File: config.mk
export PLATFORM = sky130hd
export DESIGN_NAME = dot_product_mac_flat
export DESIGN_NICKNAME = d
export VERILOG_FILES = /design/src/rtl/dot_product_mac_if.sv /design/src/rtl/dot_product_mac.sv /design/src/flat_wrapper.sv
export SDC_FILE = /design/constraint.sdc
export NUM_CORES = 1
export LEC_CHECK = 0
export CORE_MARGIN = 1
export CORE_UTILIZATION = 55
export DETAILED_ROUTE_END_ITERATION = 8
export DONT_BUFFER_PORTS = 1
export GPL_TIMING_DRIVEN = 1
export MAX_ROUTING_LAYER = met4
export PLACE_DENSITY = 0.76
export SYNTH_ARGS = -nofsm -noshare
export SYNTH_HDL_FRONTEND = slang
export SYNTH_SLANG_ARGS = --single-unit
File: constraint.sdc
create_clock -name clk_clk -period 5.6 [get_ports clk_clk]
set_clock_uncertainty 0.1 [all_clocks]
set_input_delay 1.68 -clock clk_clk [delete_from_list [all_inputs] [get_ports clk_clk]]
set_output_delay 1.68 -clock clk_clk [all_outputs]
set_load 0.03 [all_outputs]
File: src/rtl/dot_product_mac_if.sv
// Operand/result bundle between the HPS PIO exports and the dot-product engine.
// master: PIO side (drives operands, reads result); slave: the MAC engine.
interface dot_product_mac_if #(
    parameter int N = 8,
    parameter int W = 8
);
    localparam int OUT_W = 2*W + $clog2(N);

    logic [N*W-1:0]   a_bus;
    logic [N*W-1:0]   b_bus;
    logic             recompute;
    logic [OUT_W-1:0] dot_out;
    logic             busy;
    logic             done;

    modport master (
        output a_bus,
        output b_bus,
        output recompute,
        input  dot_out,
        input  busy,
        input  done
    );

    modport slave (
        input  a_bus,
        input  b_bus,
        input  recompute,
        output dot_out,
        output busy,
        output done
    );
endinterface

File: src/rtl/dot_product_mac.sv
// Serial multiply-accumulate dot product of N W-bit lanes.
// Snapshots the operands on any change (or on recompute), then walks one lane
// per cycle. dot_out and a one-cycle done pulse appear N+1 cycles after the
// trigger. A new trigger mid-run restarts from lane 0 and discards the
// partial sum.
// Build option: define DOT_PRODUCT_MAC_SIGNED_EN for two's-complement operands
// and result; the default build is unsigned.
//
// state | meaning
// IDLE  | result held, waiting for an operand change or recompute
// RUN   | accumulating lane idx of the snapshot
module dot_product_mac #(
    parameter int N = 8,
    parameter int W = 8
) (
    input  logic               clk_clk,
    input  logic               reset,
    dot_product_mac_if.slave   mac_if
);
    localparam int OUT_W = 2*W + $clog2(N);
    localparam int IDX_W = $clog2(N);
    localparam int P_W   = 2*W;

    typedef enum logic {
        IDLE = 1'b0,
        RUN  = 1'b1
    } state_t;

    state_t             state_q, state_d;
    logic [N*W-1:0]     snap_a_q, snap_a_d;
    logic [N*W-1:0]     snap_b_q, snap_b_d;
    logic [OUT_W-1:0]   acc_q, acc_d;
    logic [OUT_W-1:0]   dot_q, dot_d;
    logic [IDX_W-1:0]   idx_q, idx_d;
    logic               done_q, done_d;

    logic               trigger;
    logic               last_lane;
    logic [W-1:0]       lane_a;
    logic [W-1:0]       lane_b;
    logic [OUT_W-1:0]   prod_ext;

    // Any difference from the snapshot, or an explicit request, restarts the run.
    assign trigger   = (mac_if.a_bus != snap_a_q) ||
                       (mac_if.b_bus != snap_b_q) ||
                       mac_if.recompute;
    assign last_lane = (idx_q == IDX_W'(N-1));
    assign lane_a    = snap_a_q[idx_q*W +: W];
    assign lane_b    = snap_b_q[idx_q*W +: W];

`ifdef DOT_PRODUCT_MAC_SIGNED_EN
    logic signed [P_W-1:0] prod_s;

    // Signed product, sign-extended so the accumulator adds in two's complement.
    assign prod_s   = $signed(lane_a) * $signed(lane_b);
    assign prod_ext = {{(OUT_W-P_W){prod_s[P_W-1]}}, prod_s};
`else
    logic [P_W-1:0] prod_u;

    // Unsigned product, zero-extended; N*(2^W-1)^2 always fits in OUT_W.
    assign prod_u   = lane_a * lane_b;
    assign prod_ext = {{(OUT_W-P_W){1'b0}}, prod_u};
`endif

    // State and datapath registers; synchronous reset clears everything.
    always_ff @(posedge clk_clk) begin
        if (reset) begin
            state_q  <= IDLE;
            snap_a_q <= '0;
            snap_b_q <= '0;
            acc_q    <= '0;
            dot_q    <= '0;
            idx_q    <= '0;
            done_q   <= 1'b0;
        end else begin
            state_q  <= state_d;
            snap_a_q <= snap_a_d;
            snap_b_q <= snap_b_d;
            acc_q    <= acc_d;
            dot_q    <= dot_d;
            idx_q    <= idx_d;
            done_q   <= done_d;
        end
    end

    // Next-state: trigger outranks the final-lane result update.
    always_comb begin
        state_d  = state_q;
        snap_a_d = snap_a_q;
        snap_b_d = snap_b_q;
        acc_d    = acc_q;
        dot_d    = dot_q;
        idx_d    = idx_q;
        done_d   = 1'b0;

        if (trigger) begin
            snap_a_d = mac_if.a_bus;
            snap_b_d = mac_if.b_bus;
            acc_d    = '0;
            idx_d    = '0;
            state_d  = RUN;
        end else begin
            case (state_q)
                IDLE: begin
                    state_d = IDLE;
                end
                RUN: begin
                    if (last_lane) begin
                        dot_d   = acc_q + prod_ext;
                        done_d  = 1'b1;
                        state_d = IDLE;
                    end else begin
                        acc_d = acc_q + prod_ext;
                        idx_d = idx_q + 1'b1;
                    end
                end
                default: begin
                    state_d = IDLE;
                end
            endcase
        end
    end

    assign mac_if.dot_out = dot_q;
    assign mac_if.busy    = (state_q == RUN);
    assign mac_if.done    = done_q;

endmodule

File: src/flat_wrapper.sv
// flat-port wrapper written by rule: the top's interface ports become plain ports
module dot_product_mac_flat 
#(
    parameter int N = 8,
    parameter int W = 8
)
  (clk_clk, reset, mac_if_a_bus, mac_if_b_bus, mac_if_recompute, mac_if_dot_out, mac_if_busy, mac_if_done);
  dot_product_mac_if #(.N(N), .W(W)) mac_if_i ();
  input  logic clk_clk;
  input  logic reset;
  input wire logic [$bits(mac_if_i.a_bus)-1:0] mac_if_a_bus;
  input wire logic [$bits(mac_if_i.b_bus)-1:0] mac_if_b_bus;
  input wire logic [$bits(mac_if_i.recompute)-1:0] mac_if_recompute;
  output wire logic [$bits(mac_if_i.dot_out)-1:0] mac_if_dot_out;
  output wire logic [$bits(mac_if_i.busy)-1:0] mac_if_busy;
  output wire logic [$bits(mac_if_i.done)-1:0] mac_if_done;
  assign mac_if_i.a_bus = mac_if_a_bus;
  assign mac_if_i.b_bus = mac_if_b_bus;
  assign mac_if_i.recompute = mac_if_recompute;
  assign mac_if_dot_out = mac_if_i.dot_out;
  assign mac_if_busy = mac_if_i.busy;
  assign mac_if_done = mac_if_i.done;
  dot_product_mac #(.N(N), .W(W)) u_core (.clk_clk(clk_clk), .reset(reset), .mac_if(mac_if_i));
endmodule
==> impl_metrics.py <==
metrics = {
    "logic_synthesis": {
        "yosysTopAreaCellShare_pct": 33.5,
        "synth_cell_type_count": 56,
        "syn_inst": 1091,
        "synth.avg_cell_area_um2": 9.38,
        "synth_enable_flop_cells": 0,
        "ys_seq_area_share_pct": 33.5,
        "ys.flop_type": "dfxtp_1",
        "synth_nets": 1315,
        "yosysWarnings": 0,
        "yosysMostFrequentCell": "dfxtp_1",
        "synth_top_cell_by_area": "dfxtp_1",
        "ys_async_sr_fraction_pct": 0,
        "synth.area.top_cells": "dfxtp_1 33%, fa_1 9.8%, nor2b_1 8.7%",
        "ys_ff_latch": 171,
        "synth.cell_area_mm2": 0.0102,
        "ys_top_cells_by_count": "171 x dfxtp_1, 144 x inv_1, 142 x nor2b_1",
    },
    "clocking": {
        "worstSkewPairLatency_ps": 440,
        "cts_root_buf": "clkbuf_16",
        "cts_max_level": 4,
        "cts_tree": "yes",
        "path_clk_slew_ps": 70,
        "cts-buffers-inserted": 17,
        "clock_tree.buffer_depth": 2,
        "clock-sinks": 171,
        "cts_hold_buffers": 0,
    },
    "grt": {
        "track_usage_pct": 31.1,
        "antenna_found_initial": 1,
        "grt_overflow": 0,
        "grt_pass1_wl_um": 43600,
        "first_global_vias": 8142,
        "grt_max_degree": 147,
    },
    "detailed_routing": {
        "dr.pass1.iters": 7,
        "vias": 8136,
        "drt_iter0_drc": 754,
        "avgViaCountPerCell": 5.90,
        "drc": 12,
        "ant_nets": 0,
        "wl_um": 29300,
        "routedWlPerCell_um": 21.2,
    },
    "floorplan": {
        "num_io_pins": 152,
        "start_util_pct": 56.6,
        "placeableCoreArea_mm2": 0.0181,
        "die_w_um": 138,
        "dieArea_mm2": 0.0192,
        "fp.dieH_um": 138,
        "std_cell_rows": 49,
    },
    "place": {
        "gp_congestion": 0.944,
        "dp_hpwl_um": 21800,
        "numPortBuffers": 0,
    },
    "sta": {
        "rsz0062_at_grt": "true",
        "setup_viol": 2,
        "worst_slew_pin_slew_ps": 1020,
        "relSlewSlack_pct": 30.1,
        "hold_viol": 0,
        "whs_ps": 366,
        "finalCritPeriodShare_pct": 100,
        "timing.final.ws_setup_ps": -18.2,
        "drv_slew": 0,
        "fin_crit_ps": 5620,
        "fmax_ghz": 0.178,
    },
    "critical_path": {
        "crit_fanout": 8,
        "crit_path_frequent_cell": "fa_1",
        "startpoint_type": "flip-flop",
        "critPathRequiredTime_ps": 5810,
        "cp_top_family": "adder cells",
        "critPathSlowestCell": "fa_1",
        "crit_type": "flip-flop to flip-flop",
        "max_stage_delay_ps": 570,
        "crit_buf_inv": 6,
        "cp_data_arrival_time_ps": 5830,
        "crit_chain": "buf_12, buf_12, mux4_2, mux2i_2, buf_4, nand2b_4, fa_1, inv_1, fa_1, fa_1, fa_1, ha_4, buf_6, o21a_1, o31ai_4, a211oi_4, nor3_2, o31ai_2, buf_4, xnor2_2, o22ai_1",
        "rrSetupSlack_ps": -20,
        "cp-end-kind": "flip-flop",
    },
    "power": {
        "pwr-share-comb_pct": 13.6,
        "power_leakage_nw": 4.83,
        "p_clk_share_pct": 41.5,
        "p_int_w": 0.00213,
        "peakVddDrop_mv": 0.230,
        "swShare_pct": 27.1,
        "pwr-share-seq_pct": 44.9,
        "net-switching-power_w": 0.000792,
        "powerDensity_mw_per_mm2": 248,
    },
    "cells_and_area": {
        "postLayoutCoreUtil_pct": 65.1,
        "area_growth_pct": 15.1,
        "num-nets-final": 1361,
        "drive_gt1_share_pct": 17.0,
    },
    "flow_run": {
        "maxCapViolations": 0,
    },
    "hold_path": {
        "hold_path.class": "flip-flop to flip-flop",
    },
    "outcome": {
        "status": "complete, but fails checks",
        "violations": "design-rule violations, negative setup slack",
    },
}
==> final cells by class <==
class / count / area (µm²)
Clock buffer: 19 / 433
Tap cell: 229 / 287
Multi-Input combinational cell: 736 / 6350
Sequential cell: 171 / 3430
Timing Repair Buffer: 67 / 589
Clock inverter: 13 / 154
Fill cell: 1373 / 6310
Antenna cell: 1 / 2.50
Inverter: 144 / 541
==> timing repair <==
action	4_1_cts	5_1_grt
resized for setup	7	43
pin swaps	0	19
endpoints found under the setup margin	9	13
setup buffers	0	16
==> final timing paths <==
kind / start / end / cells after the start
worst max-delay path: u_core.idx_q[0]$_SDFFE_PP0P_ / u_core.mac_if.dot_out[17]$_SDFFE_PP0P_ / 21
worst min-delay path: u_core.acc_q[14]$_SDFFE_PP0P_ / u_core.acc_q[14]$_SDFFE_PP0P_ / 2
worst max register to register: u_core.idx_q[0]$_SDFFE_PP0P_ / u_core.mac_if.dot_out[17]$_SDFFE_PP0P_ / 21
worst min register to register: u_core.acc_q[14]$_SDFFE_PP0P_ / u_core.acc_q[14]$_SDFFE_PP0P_ / 2
==> cell usage in the layout, fill, tap and decap left out, drive strengths merged, types with 6 or more instances in the layout <==
| master | instances |
|---|---|
| o22ai | 19 |
| nor2 | 84 |
| nand2 | 52 |
| nor4 | 20 |
| a21oi | 45 |
| o21ai | 23 |
| a2111oi | 12 |
| nor2b | 142 |
| mux2i | 15 |
| nor3 | 8 |
| fa | 50 |
| buf | 67 |
| clkbuf | 19 |
| xnor2 | 39 |
| or2 | 9 |
| nand2b | 17 |
| nand4 | 15 |
| or3 | 6 |
| xor2 | 49 |
| nand3 | 19 |
| inv | 151 |
| ha | 43 |
| dfxtp | 171 |
| mux4 | 32 |
==> power groups by stage <==
stage / combinational (W) / clock, W / sequential (W)
6_report: 0.000398 / 0.00121 / 0.00131
5_1_grt: 0.000435 / 0.00128 / 0.00132
4_1_cts: 0.000352 / 0.00122 / 0.00131
3_5_place_dp: 0.000344 / 0 / 0.00134
3_3_place_gp: 0.000336 / 0 / 0.00134
2_1_floorplan: 0.000261 / 0 / 0.00132
==> metrics by stage <==
| step | instances | worst slack (ps) | instance area (µm²) | setup TNS, ps | power (W) |
|---|---|---|---|---|---|
| final | 1380 | -18.2 | 11800 | -23.0 | 0.00293 |
| after global routing | 1380 | -190 | 11800 | -1540 | 0.00303 |
| after CTS | 1363 | 17.6 | 11400 | 0 | 0.00288 |
| after detailed placement | 1331 | -123 | 10800 | -388 | 0.00168 |
| after global placement | 1331 | -62.0 | 10800 | -159 | 0.00167 |
| after floorplan | 1091 | 37.5 | 10300 | 0 | 0.00158 |
==> worst min-delay path: stages, from the launching register on <==
cell and delay [ps]:
dfxtp_1 310, nand2_1 50, a21oi_1 50
==> metal layers <==
| layer | up-vias | share of wire [%] | GRT usage [%] | wire length [µm] |
|---|---|---|---|---|
| li1 | 3689 | - | - | - |
| met1 | 3948 | 38 | 38.0 | 11100 |
| met2 | 425 | 47 | 48.1 | 13800 |
| met3 | 74 | 12 | 9.87 | 3380 |
| met4 | 0 | 3.5 | 11.5 | 1020 |
| met5 | - | 0 | - | 0 |
==> cell families after synthesis <==
| logic type | Yosys count | synth area share [%] |
|---|---|---|
| AO/OA/AOI/OAI | 129 | 8.30 |
| XOR/XNOR | 88 | 7.53 |
| adder cells (fa/ha/maj) | 93 | 15.0 |
| buffers and inverters | 184 | 7.20 |
| flip-flops | 171 | 33.5 |
| multiplexers | 49 | 8.77 |
| AND/OR/NAND/NOR | 377 | 19.7 |
==> registers in the layout (all words and copies together) (netlist names) <==
register / cells
u_core.mac_if.dot_out: 19
u_core.mac_if.busy: 1
u_core.idx_q: 3
u_core.mac_if.done: 1
u_core.acc_q: 19
u_core.snap_b_q: 64
u_core.snap_a_q: 64
Note: power is estimated with default switching activity, not from simulation.
